**config.mk**
```make
export PLATFORM = sky130hd
export DESIGN_NAME = pwm_bank
export DESIGN_NICKNAME = d
export VERILOG_FILES = /design/src/rtl/pwm_bank_pkg.sv /design/src/rtl/pwm_channel.sv /design/src/rtl/pwm_bank.sv
export SDC_FILE = /design/constraint.sdc
export NUM_CORES = 1
export LEC_CHECK = 0
export ABC_CLOCK_PERIOD_IN_PS = 2600
export CAP_MARGIN = 20
export CORE_ASPECT_RATIO = 1.75
export CORE_MARGIN = 5
export CORE_UTILIZATION = 59
export CTS_CLUSTER_SIZE = 30
export DETAILED_ROUTE_END_ITERATION = 6
export PLACE_DENSITY = 0.81
export SYNTH_ARGS = -nofsm -noshare
export SYNTH_HDL_FRONTEND = slang
export SYNTH_SLANG_ARGS = --single-unit
```
**constraint.sdc**
```tcl
create_clock -name clk -period 2.6 [get_ports clk]
set_input_delay 0.26 -clock clk [delete_from_list [all_inputs] [get_ports clk]]
set_output_delay 0.26 -clock clk [all_outputs]
set_load 0.03 [all_outputs]
```
**src/rtl/pwm_bank_pkg.sv**
```systemverilog
// Shared types and saturating duty arithmetic for the PWM bank.
// Duty limits are derived from the instance WIDTH via the helper functions below.
package pwm_bank_pkg;

  // Per-cycle step request for one channel, encoded as {dec_event, inc_event}.
  typedef enum logic [1:0] {
    STEP_NONE = 2'b00,
    STEP_UP   = 2'b01,
    STEP_DOWN = 2'b10,
    STEP_BOTH = 2'b11
  } step_e;

  localparam int MAX_WIDTH = 8;

  function automatic int duty_max(input int width);
    return (1 << width) - 1;
  endfunction

  function automatic int period_last(input int width);
    return (1 << width) - 2;
  endfunction

  function automatic int sat_add(input int val, input int step, input int width);
    int sum;
    sum = val + step;
    if (sum > duty_max(width)) return duty_max(width);
    return sum;
  endfunction

  function automatic int sat_sub(input int val, input int step);
    int diff;
    diff = val - step;
    if (diff < 0) return 0;
    return diff;
  endfunction

endpackage

```
**src/rtl/pwm_channel.sv**
```systemverilog
// One PWM channel: button synchronisers, press detection, saturating target,
// boundary-updated active duty and registered compare output.
module pwm_channel
  import pwm_bank_pkg::*;
#(
  parameter int WIDTH = 3,
  parameter int STEP  = 1
) (
  input  logic             clk,
  input  logic             rst_n,
  input  logic             inc_i,
  input  logic             dec_i,
  input  logic [WIDTH-1:0] cnt_i,
  input  logic             boundary_i,
  input  logic             ramp_en_i,
  output logic             pwm_o
);

  logic [1:0]       inc_sync_q, dec_sync_q;
  logic             inc_prev_q, dec_prev_q;
  logic             inc_arm_q, dec_arm_q;
  logic [1:0]       fill_q;
  logic             inc_evt, dec_evt;
  step_e            step;
  logic [WIDTH-1:0] target_q, target_d;
  logic [WIDTH-1:0] active_q, active_d;
  logic             pwm_q, pwm_d;

  // A press only counts once the synchronised level has been seen low after
  // the synchroniser refilled, so a button held through reset is ignored.
  assign inc_evt = inc_sync_q[1] & ~inc_prev_q & inc_arm_q;
  assign dec_evt = dec_sync_q[1] & ~dec_prev_q & dec_arm_q;
  assign step    = step_e'({dec_evt, inc_evt});

  always_comb begin
    target_d = target_q;
    unique case (step)
      STEP_UP:   target_d = WIDTH'(sat_add(int'(target_q), STEP, WIDTH));
      STEP_DOWN: target_d = WIDTH'(sat_sub(int'(target_q), STEP));
      default:   target_d = target_q;
    endcase
  end

  // Duty only moves at the period boundary, so a period never gets a runt pulse.
  always_comb begin
    active_d = active_q;
    if (boundary_i) begin
      if (!ramp_en_i)               active_d = target_q;
      else if (active_q < target_q) active_d = active_q + WIDTH'(1);
      else if (active_q > target_q) active_d = active_q - WIDTH'(1);
    end
  end

  assign pwm_d = (cnt_i < active_q);

  always_ff @(posedge clk or negedge rst_n) begin
    if (!rst_n) begin
      inc_sync_q <= '0;
      dec_sync_q <= '0;
      inc_prev_q <= 1'b0;
      dec_prev_q <= 1'b0;
      inc_arm_q  <= 1'b0;
      dec_arm_q  <= 1'b0;
      fill_q     <= '0;
      target_q   <= '0;
      active_q   <= '0;
      pwm_q      <= 1'b0;
    end else begin
      inc_sync_q <= {inc_sync_q[0], inc_i};
      dec_sync_q <= {dec_sync_q[0], dec_i};
      inc_prev_q <= inc_sync_q[1];
      dec_prev_q <= dec_sync_q[1];
      inc_arm_q  <= inc_arm_q | (fill_q[1] & ~inc_sync_q[1]);
      dec_arm_q  <= dec_arm_q | (fill_q[1] & ~dec_sync_q[1]);
      fill_q     <= {fill_q[0], 1'b1};
      target_q   <= target_d;
      active_q   <= active_d;
      pwm_q      <= pwm_d;
    end
  end

  assign pwm_o = pwm_q;

endmodule

```
**src/rtl/pwm_bank.sv**
```systemverilog
// Multi-channel PWM bank: shared period counter and period_start strobe,
// with one pwm_channel per output.
module pwm_bank
  import pwm_bank_pkg::*;
#(
  parameter int CHANNELS = 2,
  parameter int WIDTH    = 3,
  parameter int STEP     = 1
) (
  input  logic                clk,
  input  logic                rst_n,
  input  logic [CHANNELS-1:0] inc,
  input  logic [CHANNELS-1:0] dec,
  input  logic                ramp_en,
  output logic [CHANNELS-1:0] pwm_out,
  output logic                period_start
);

  localparam logic [WIDTH-1:0] PERIOD_LAST = WIDTH'(period_last(WIDTH));

  logic [WIDTH-1:0] cnt_q, cnt_d;
  logic             boundary;
  logic             period_start_q;

  assign boundary = (cnt_q == PERIOD_LAST);
  assign cnt_d    = boundary ? '0 : cnt_q + WIDTH'(1);

  always_ff @(posedge clk or negedge rst_n) begin
    if (!rst_n) begin
      cnt_q          <= '0;
      period_start_q <= 1'b0;
    end else begin
      cnt_q          <= cnt_d;
      period_start_q <= (cnt_q == '0);
    end
  end

  assign period_start = period_start_q;

  for (genvar ch = 0; ch < CHANNELS; ch++) begin : g_ch
    pwm_channel #(
      .WIDTH (WIDTH),
      .STEP  (STEP)
    ) u_ch (
      .clk        (clk),
      .rst_n      (rst_n),
      .inc_i      (inc[ch]),
      .dec_i      (dec[ch]),
      .cnt_i      (cnt_q),
      .boundary_i (boundary),
      .ramp_en_i  (ramp_en),
      .pwm_o      (pwm_out[ch])
    );
  end

endmodule

```
==> results of run 1 <==
flip-flops by register name, indices dropped and copies added, names as in the netlist:
name	flops
g_ch.u_ch.active_q	6
g_ch.u_ch.target_q	6
g_ch.u_ch.dec_sync_q	4
g_ch.u_ch.inc_sync_q	4
cnt_q	3
g_ch.u_ch.dec_arm_q	2
g_ch.u_ch.dec_prev_q	2
g_ch.u_ch.fill_q	2
g_ch.u_ch.inc_arm_q	2
g_ch.u_ch.inc_prev_q	2
g_ch.u_ch.pwm_o	2
period_start	1
logic make-up after synthesis:
kind of cell,Yosys count
mux,5
buf+inv,23
other cells,1
simple gates,44
compound gates,55
xor+xnor,2
fa+ha+maj,18
flops,36
metrics by stage:
step	power, W	cells	utilization (%)
global route	0.00254	241	67.4
global placement	0.00180	233	64.4
floorplan	0.00164	184	-
CTS	0.00232	241	67.4
detailed placement	0.00189	233	64.4
finish	0.00230	241	67.4
where the power goes:
part	switching, W	total, W	internal (W)
Combinational	0.000600	0.00106	0.000463
Clock	0.000198	0.000413	0.000215
Sequential	0.000143	0.000823	0.000680
path summary, 6_finish.rpt:
path	cells past startpoint	slack (ns)	to	startpoint
max	11	0.27	g_ch[1].u_ch.active_q[2]	g_ch[1].u_ch.target_q[2]
min	0	0.35	g_ch[1].u_ch.dec_sync_q[1]	g_ch[1].u_ch.dec_sync_q[0]
max reg2reg	11	0.27	g_ch[1].u_ch.active_q[2]	g_ch[1].u_ch.target_q[2]
min reg2reg	0	0.35	g_ch[1].u_ch.dec_sync_q[1]	g_ch[1].u_ch.dec_sync_q[0]
max in group asynchronous	2	1.89	g_ch[0].u_ch.target_q[0]	rst_n
min in group asynchronous	2	0.39	g_ch[1].u_ch.dec_prev_q	rst_n
cell usage after synthesis (2+ instances only):
cell type   n  area share, %
a211oi_1    2           0.80
a21o_1      4            1.6
a21oi_1    19            5.1
a31oi_1     2           0.67
and2_1      2           0.67
buf_4       3            1.2
dfrtp_1    36             48
ha_1       18             12
inv_1      17            3.4
mux2i_1     4            2.1
nand2_1    13            2.6
nand2b_1    3            1.0
nand3_1     3           0.80
nand3b_1    3            1.2
nor2_1     12            2.4
nor3_1      4            1.1
o211ai_1    4            1.6
o21ai_0    11            2.9
o22ai_1     3            1.0
xnor2_1     2           0.93
layout by cell type, fill, tap and decap left out, drive strengths merged, types with 2 or more instances in the layout:
master / instances
dfrtp: 36
a21oi: 21
ha: 18
inv: 18
nand2: 13
nor2: 12
o21ai: 12
clkdlybuf4s50: 9
clkbuf: 7
a21o: 4
mux2i: 4
nor3: 4
o211ai: 4
nand3b: 4
nand2b: 3
o22ai: 3
nand3: 3
xnor2: 2
and2: 2
a31oi: 2
a211oi: 2
buf: 2
metal layers:
layer / vias to the layer above / routed length, um / track usage, %
li1: 669 / - / -
met1: 656 / 1290 / 19.7
met2: 26 / 1850 / 31.2
met3: 9 / 105 / 5.68
met4: 0 / 103 / 12.1
met5: - / 0 / 0
cell type report:
type                    instances  area (sq um)
repair buffers                 11           105
flip-flops and latches         36           901
clock inverters                 1          7.51
clock buffers                   7          86.3
multi-input cells             125           873
well taps                      43          53.8
inverters                      18          67.6
fillers                       261          1010
==> results.json, run 1 <==
{
  "cts_hold_buffers": 0,
  "gp_congestion": 0.754,
  "all_layer_global_routing_usage_pct": 18.8,
  "end_kind": "flop",
  "criticalPathCategory": "flop to flop",
  "design_area_sq_um": 2090,
  "cts_tree": "yes",
  "detailedPlace.worstSlack_ns": 0.283,
  "insertion_delay_to_the_later_sink_of_the_worst_skew_pair_ns": 0.29,
  "final_antenna_violating_net_count": 0,
  "die_width_um": 52.6,
  "setup_total_negative_slack_ns": 0,
  "vias_in_the_first_global_route": 1480,
  "cp.arrival_ns": 2.51,
  "synth_net_count": 209,
  "post_synthesis_instance_area_sq_um": 1870,
  "reported_leakage_power_nw": 0.978,
  "synth-edff-count": 0,
  "clock_skew_after_layout_ns": 0.00709,
  "core_area_sq_um": 3110,
  "global_route_overflow": 0,
  "synth_warn": 0,
  "final_critical_path_setup_slack_ns": 0.273,
  "detailroute.via_count": 1360,
  "yosys_most_used_dff": "dfrtp_1",
  "rsz0062_at_grt": "no",
  "detailed_place_hpwl_um": 2460,
  "finalHoldViolCount": 0,
  "muxShareOfSynthArea_pct": 2.74,
  "drt-pass1-iter-count": 4,
  "setup.worst_path.start_class": "flop",
  "route.detailed.wl_per_inst_um": 13.9,
  "synth.distinct_cells": 39,
  "number_of_buffer_and_inverter_stages_on_the_critical_path": 1,
  "flow.area_growth_from_synthesis_pct": 11.7,
  "drt_drc_violations_left": 0,
  "initial_cell_density_of_the_core_pct": 60.3,
  "pwr_density_cell_nw_per_um2": 1100,
  "largest_family_of_logic_cells_by_synthesized_area": "compound AO/OA/AOI/OAI gates",
  "final_nets": 222,
  "crit_slowest_cell": "dfrtp_1",
  "dpl-instance-area_sq_um": 2000,
  "period_minus_slack_ns": 2.33,
  "async_reset_ff_share_pct": 100,
  "antenna_violations_before_repair": 0,
  "cpPeakStageDelay_ns": 0.45,
  "root_buffer": "clkbuf_8",
  "timing.critical_path.max_delay_family": "compound AO/OA/AOI/OAI gates",
  "syn_area_per_cell_sq_um": 10.2,
  "hold_ws_ns": 0.346,
  "fmaxAchievable_ghz": 0.430,
  "run_status": "completed",
  "cts-buffers-inserted": 5,
  "detail_route.iter0.violations": 26,
  "required_ns": 2.78,
  "die_h_um": 84.6,
  "io_pins": 10,
  "yosys.area_share.adder_pct": 12.0,
  "clk_pin_slew_ns": 0.07,
  "finalMaxSlewViolations": 0,
  "synth_seq_cells": 36,
  "cts-root-to-sink-buffers": 2,
  "cts_sinks": 36,
  "grt_start_max_net_pins": 37,
  "vdd_ir_drop_max_mv": 0.638,
  "post_cts_resize_count": 0,
  "clock_tree.htree_level_count": 2,
  "die-area_sq_um": 4450,
  "timing.hold.worst.class": "flop to flop",
  "final-setup-viol-count": 0,
  "synth_simple_gate_area_share_pct": 11.9,
  "postCtsSetupBuffers": 0,
  "drive_above_1_share_pct": 7.58,
  "buffer_ports.inserted": 9,
  "routed_via_density": 5.64,
  "global_route_wire_length_before_repair_um": 6200,
  "worst-path-max-fanout": 7,
  "synth_cells": 184,
  "share_of_the_synthesized_netlist_area_taken_by_xor_and_xnor_gates_pct": 0.935,
  "synth_sequential_area_ratio_pct": 48.1,
  "routed_wl_um": 3350,
  "timing.final.crit_share_pct": 89.5,
  "num_antenna_cells": 0,
  "cap_viol_max_count": 0,
  "share_of_the_synthesized_area_in_compound_gates_ao_oa_aoi_oai_pct": 18.8,
  "num_rows": 27,
  "path_cells": "inv_1 -> ha_1 -> nand2_1 -> o21ai_2 -> xnor2_1 -> ha_1 -> o21ai_0 -> nor2_1 -> o21ai_0 -> o41ai_1 -> o22a_1"
}
Note: power is estimated with default switching activity, not from simulation.
==> inputs of run 2 (changes only) <==
- TNS_END_PERCENT: unset -> 1
==> results of run 2 <==
Final layout, timing and power as in run 1 (identical DEF).
==> inputs of run 3 (changes only) <==
- CAP_MARGIN: 20 -> unset
==> results of run 3 <==
Final layout, timing and power as in run 1 (identical DEF).
